$ cat config.mk
export PLATFORM = sky130hd
export DESIGN_NAME = inst_dispatch_split
export DESIGN_NICKNAME = d
export VERILOG_FILES = /design/src/rtl/dispatch_pkg.sv /design/src/rtl/dispatch_fifo.sv /design/src/rtl/inst_dispatch_split.sv
export SDC_FILE = /design/constraint.sdc
export NUM_CORES = 1
export LEC_CHECK = 0
export ABC_AREA = 1
export BUFFER_PORTS_ARGS = -buffer_cell sky130_fd_sc_hd__buf_2
export CORE_ASPECT_RATIO = 1.4
export CORE_MARGIN = 8
export CORE_UTILIZATION = 63
export DETAILED_ROUTE_END_ITERATION = 7
export GPL_ROUTABILITY_DRIVEN = 0
export PLACE_DENSITY = 0.85
export RECOVER_POWER = 25
export SKIP_CTS_REPAIR_TIMING = 1
export SLEW_MARGIN = 25
export SYNTH_ARGS = -nofsm -noshare
export SYNTH_HDL_FRONTEND = slang
export SYNTH_SLANG_ARGS = --single-unit
$ cat constraint.sdc
create_clock -name clk -period 4.6 [get_ports clk]
set_input_delay 0.69 -clock clk [delete_from_list [all_inputs] [get_ports clk]]
set_output_delay 0.69 -clock clk [all_outputs]
set_load 0.01 [all_outputs]
$ cat src/rtl/dispatch_pkg.sv
// Shared opcodes, NOP encodings and the scalar/vector split rule used by the dispatch stage.
package dispatch_pkg;

  localparam logic [2:0]  OPC_VLOAD   = 3'b100;
  localparam logic [2:0]  OPC_VSTORE  = 3'b101;
  localparam logic [11:0] ADDI_PREFIX = 12'h200;
  localparam logic [31:0] SNOP        = 32'h2000_0000;
  localparam logic [31:0] VNOP        = 32'h1C00_0000;

  typedef struct packed {
    logic [31:0] s_inst;
    logic [31:0] v_inst;
    logic        need_s;
    logic        need_v;
  } split_t;

  // Vector memory ops need a scalar address-generation partner; other vector ops do not.
  function automatic split_t classify(input logic mode, input logic [31:0] inst);
    split_t r;
    r.s_inst = inst;
    r.v_inst = VNOP;
    r.need_s = 1'b1;
    r.need_v = 1'b0;
    if (mode) begin
      r.v_inst = inst;
      r.need_v = 1'b1;
      if (inst[31:29] == OPC_VLOAD || inst[31:29] == OPC_VSTORE) begin
        r.s_inst = {ADDI_PREFIX, inst[19:0]};
      end else begin
        r.s_inst = SNOP;
        r.need_s = 1'b0;
      end
    end
    return r;
  endfunction

endpackage

$ cat src/rtl/dispatch_fifo.sv
// First-word-fall-through issue queue; push visible at head one cycle later, pop advances same edge.
// Pushes are refused on full regardless of a same-cycle pop; flush and reset clear it synchronously.
module dispatch_fifo #(
  parameter int                DATA_W    = 32,
  parameter int                DEPTH     = 4,
  parameter logic [DATA_W-1:0] EMPTY_VAL = '0
) (
  input  logic                         clk,
  input  logic                         rst,
  input  logic                         flush,
  input  logic                         push,
  input  logic                         pop,
  input  logic [DATA_W-1:0]            push_dat,
  output logic                         full,
  output logic                         empty,
  output logic [DATA_W-1:0]            head,
  output logic [$clog2(DEPTH+1)-1:0]   count
);

  localparam int AW = $clog2(DEPTH);
  localparam int CW = $clog2(DEPTH+1);

  logic [DATA_W-1:0] mem [DEPTH];
  logic [AW-1:0]     wr_ptr;
  logic [AW-1:0]     rd_ptr;
  logic              push_ok;
  logic              pop_ok;

  assign empty   = (count == '0);
  assign full    = (count == CW'(DEPTH));
  assign push_ok = push && !full && !flush && !rst;
  assign pop_ok  = pop && !empty && !flush && !rst;
  assign head    = empty ? EMPTY_VAL : mem[rd_ptr];

  // DEPTH is a power of two, so the pointers wrap by natural overflow.
  always_ff @(posedge clk) begin
    if (rst || flush) begin
      wr_ptr <= '0;
      rd_ptr <= '0;
      count  <= '0;
    end else begin
      if (push_ok) wr_ptr <= wr_ptr + 1'b1;
      if (pop_ok)  rd_ptr <= rd_ptr + 1'b1;
      if (push_ok && !pop_ok)      count <= count + 1'b1;
      else if (pop_ok && !push_ok) count <= count - 1'b1;
    end
  end

  always_ff @(posedge clk) begin
    if (push_ok) mem[wr_ptr] <= push_dat;
  end

endmodule

$ cat src/rtl/inst_dispatch_split.sv
// Splits each fetched instruction into scalar and vector halves and queues them for the two decoders.
// in_ready drops when a required queue is full (both queues when PAIRED), and during flush or reset.
module inst_dispatch_split
  import dispatch_pkg::*;
#(
  parameter int DATA_W = 32,
  parameter int DEPTH  = 4,
  parameter int PAIRED = 1
) (
  input  logic                       clk,
  input  logic                       rst,
  input  logic                       flush,
  input  logic                       in_valid,
  output logic                       in_ready,
  input  logic                       in_mode,
  input  logic [DATA_W-1:0]          in_inst,
  output logic                       s_valid,
  input  logic                       s_ready,
  output logic [DATA_W-1:0]          s_inst,
  output logic                       v_valid,
  input  logic                       v_ready,
  output logic [DATA_W-1:0]          v_inst,
  output logic [$clog2(DEPTH+1)-1:0] s_count,
  output logic [$clog2(DEPTH+1)-1:0] v_count
);

  split_t cls;
  logic   s_full, v_full;
  logic   s_empty, v_empty;
  logic   room, accept;
  logic   s_push, v_push;

  assign cls = classify(in_mode, in_inst);

  // Decoupled mode only needs room on the sides that carry real work.
  assign room = (PAIRED != 0) ? (!s_full && !v_full)
                              : ((!cls.need_s || !s_full) && (!cls.need_v || !v_full));

  assign in_ready = room && !flush && !rst;
  assign accept   = in_valid && in_ready;
  assign s_push   = accept && ((PAIRED != 0) || cls.need_s);
  assign v_push   = accept && ((PAIRED != 0) || cls.need_v);
  assign s_valid  = !s_empty;
  assign v_valid  = !v_empty;

  dispatch_fifo #(
    .DATA_W   (DATA_W),
    .DEPTH    (DEPTH),
    .EMPTY_VAL(SNOP)
  ) u_s_fifo (
    .clk     (clk),
    .rst     (rst),
    .flush   (flush),
    .push    (s_push),
    .pop     (s_ready && s_valid),
    .push_dat(cls.s_inst),
    .full    (s_full),
    .empty   (s_empty),
    .head    (s_inst),
    .count   (s_count)
  );

  dispatch_fifo #(
    .DATA_W   (DATA_W),
    .DEPTH    (DEPTH),
    .EMPTY_VAL(VNOP)
  ) u_v_fifo (
    .clk     (clk),
    .rst     (rst),
    .flush   (flush),
    .push    (v_push),
    .pop     (v_ready && v_valid),
    .push_dat(cls.v_inst),
    .full    (v_full),
    .empty   (v_empty),
    .head    (v_inst),
    .count   (v_count)
  );

endmodule

==> flow_metrics.py <==
metrics = {
    "power_and_ir_drop": {
        "power_leakage_nw": 5.05,
        "clockPowerShare_pct": 41.3,
        "max-vdd-ir-drop_v": 0.000299,
        "pwr-share-seq_pct": 54.2,
        "p_sw_share_pct": 20.4,
        "p_switching_mw": 1.04,
        "p_int_mw": 4.06,
        "combPwrFrac_pct": 4.6,
        "total_power_mw": 5.10,
        "power_density_nw_per_um2": 395,
    },
    "synth": {
        "netlist_instances": 1024,
        "yosysWarnings": 0,
        "ys_seq_elements": 274,
        "ys_top_cells_by_count": "290 x nor2_1, 256 x edfxtp_1, 95 x inv_1, 79 x a21oi_1, 69 x o21ai_1",
        "async_flop_share_pct": 0,
        "syn_nets": 1075,
        "synth.top_cell.area_share_pct": 67.1,
        "synth_edf_count": 256,
        "synth_cell_types": 23,
        "seq_area_frac_synth_pct": 70.3,
        "syn_area_per_cell_um2": 11.2,
        "yosysTopAreaCell": "edfxtp_1",
        "synth.cell_area_um2": 11500,
        "synthTopCellsByArea": "edfxtp_1 67%, nor2_1 9.5%, a21oi_1 3.5%",
        "synth-main-ff-cell": "edfxtp_1",
        "synth.most_common_cell": "nor2_1",
    },
    "min_path": {
        "hp-class": "reg2reg",
        "hp-start": "u_v_fifo.rd_ptr[0]",
        "whs_path_depth": 2,
    },
    "setup_path": {
        "cp-end-kind": "primary output",
        "crit_type": "reg2out",
        "cpMostUsedCell": "buf_4",
        "cpPeakStageDelay_ns": 0.36,
        "required_ns": 3.91,
        "r2r_cells": 7,
        "r2r_end": "u_v_fifo.mem[1][1]",
        "cp_max_fo": 33,
        "crit_chain": "buf_4, inv_1, buf_4, nor2_1, o21ai_1, a21oi_1, buf_2",
        "r2r-start": "u_s_fifo.count[0]",
        "r2r_slack_ns": 2.26,
        "start_kind": "register",
        "slowest_stage": "buf_4",
        "cp.arrival_ns": 2.50,
    },
    "cts": {
        "cts_tree": "yes",
        "cts_buffer_depth": 3,
        "cts_max_level": 1,
        "cts_buffers": 25,
        "cts_num_sinks": 274,
        "cts_root_buf": "clkbuf_16",
        "clkTransAtPathRegs_ns": 0.07,
        "clk_latency_ns": 0.52,
    },
    "placed_design": {
        "port_buffers": 111,
        "place_ws_ns": 1.97,
        "dp_hpwl_mm": 15.8,
    },
    "run": {
        "maxCapViolCount": 1,
    },
    "timing": {
        "worst_pin_slew_ns": 1.91,
        "finalCriticalPeriod_ns": 3.19,
        "timing.fmax_mhz": 314,
        "finalWorstSetupSlack_ns": 1.41,
        "slew_violations": 46,
        "grt_setup_unrepaired": "false",
        "finalHoldViolCount": 0,
        "fin_setup_tns_ns": 0,
        "setup_viol": 0,
        "relSlewSlack_pct": -27.4,
        "finalCritPeriodShare_pct": 69.3,
        "holdWs_ns": 0.501,
        "fin_worst_skew_ns": 0.0136,
    },
    "global_routing": {
        "overflow": 0,
        "antenna_found_initial": 5,
        "first_global_vias": 7792,
        "grt_max_degree": 65,
        "grt_pass1_wl_mm": 40.1,
        "globalRouteTotalUtil_pct": 22.6,
    },
    "layout": {
        "layout-drive-gt1-share_pct": 15.6,
        "final_util_pct": 72.0,
        "num-nets-final": 1172,
        "syn_to_final_growth_pct": 12.7,
    },
    "floorplan": {
        "rows": 58,
        "dieArea_um2": 22800,
        "core-area_um2": 17900,
        "fp.dieW_um": 130,
        "fp.dieH_um": 176,
        "ios": 112,
        "initial_core_util_pct": 63.9,
    },
    "drt": {
        "viasPerCell": 5.55,
        "drc": 0,
        "wire_per_inst_um": 18.5,
        "vias": 7676,
        "routed_wl_mm": 25.6,
        "drtIter0Drc": 855,
        "antenna_left": 0,
        "firstDrtPassIters": 5,
    },
    "status": {
        "violations": "capacitance limit, slew limit",
        "outcome": "finished, violations left",
    },
}
[cell usage in the layout (no fill, tap or decap)]
cell and n:
inv_6 2, dfxtp_2 2, buf_2 110, clkbuf_1 5, clkbuf_16 25, edfxtp_1 256, nand2_1 67, nor2_2 8
clkinv_1 4, or2_2 1, inv_1 93, dfxtp_1 16, buf_4 13, fa_1 2, bufinv_16 4, a21oi_1 79
nor2_4 1, clkinvlp_4 2, xor2_1 2, nand3_1 7, o21ai_0 61, o21ai_1 69, inv_2 5, nand4_1 6
diode_2 5, nor2_1 284, clkinv_2 4, ha_1 10, clkbuf_8 1
[state kept, by name (all words and copies together), names as in the netlist, named ones only]
signal and cells:
u_s_fifo.count 3, u_v_fifo.rd_ptr 2, u_s_fifo.rd_ptr 2, u_v_fifo.count 3
u_v_fifo.mem 128, u_v_fifo.wr_ptr 2, u_s_fifo.mem 128, u_s_fifo.wr_ptr 2
[power by group through the flow]
stage                     registers [mW]  clock network, mW  logic [mW]
after floorplan                     2.81                  0       0.137
after global placement              2.81                  0       0.225
after detailed placement            2.81                  0       0.234
after CTS                           2.76               2.13       0.235
after global routing                2.76               2.22       0.258
final                               2.76               2.10       0.234
[worst max-delay path by stage]
stage                                    end  cells past startpoint      from  slack, ns
final                             v_inst[30]                      7  register       1.41
after CTS                         v_inst[30]                      7  register       1.42
after global placement             s_inst[5]                      6  register       1.91
after global routing              v_inst[28]                      7  register       1.30
after floorplan           u_s_fifo.mem[0][0]                      5       rst       1.63
after detailed placement  u_s_fifo.mem[2][2]                      4   in_mode       1.97
[cell type report]
class | instances | area (um^2)
Multi-Input combinational cell | 597 | 2690
Clock buffer | 30 | 654
Antenna cell | 5 | 12.5
Sequential cell | 274 | 8050
Timing Repair Buffer | 124 | 652
Fill cell | 1230 | 5010
Tap cell | 240 | 300
Inverter | 99 | 373
Clock inverter | 15 | 183
[stage by stage]
stage / cells / area (um^2)
6_report: 1384 / 12900
5_1_grt: 1384 / 12900
4_1_cts: 1379 / 12900
3_5_place_dp: 1334 / 12100
3_3_place_gp: 1334 / 12100
2_1_floorplan: 1024 / 11500
[logic make-up (layout without fill, tap and decap cells)]
| logic type | Yosys count | in the layout | synth area share (%) |
|---|---|---|---|
| buf+inv | 153 | 268 | 6.26 |
| simple gates | 374 | 374 | 12.7 |
| flops | 274 | 274 | 70.3 |
| other cells | 0 | 5 | 0 |
| fa+ha+maj | 12 | 12 | 1.44 |
| xor+xnor | 2 | 2 | 0.153 |
| compound gates | 209 | 209 | 9.13 |
[metal layers]
metal  routed length (um)  vias to the layer above  track usage, %
met5                    0                        -               0
met4                  947                        0            11.0
met3                 1700                       67            3.46
met2                12900                      296            37.1
met1                10000                     3673            28.7
li1                     -                     3640               -
[worst max-delay path, delay by kind of cell, from the launching register on]
kind / cells / cell delay, ns
buffers and inverters: 4 / 1.14
AOI/OAI and AO/OA: 2 / 0.34
DFF: 1 / 0.31
and+or+nand+nor: 1 / 0.16
Note: power is estimated with default switching activity, not from simulation.
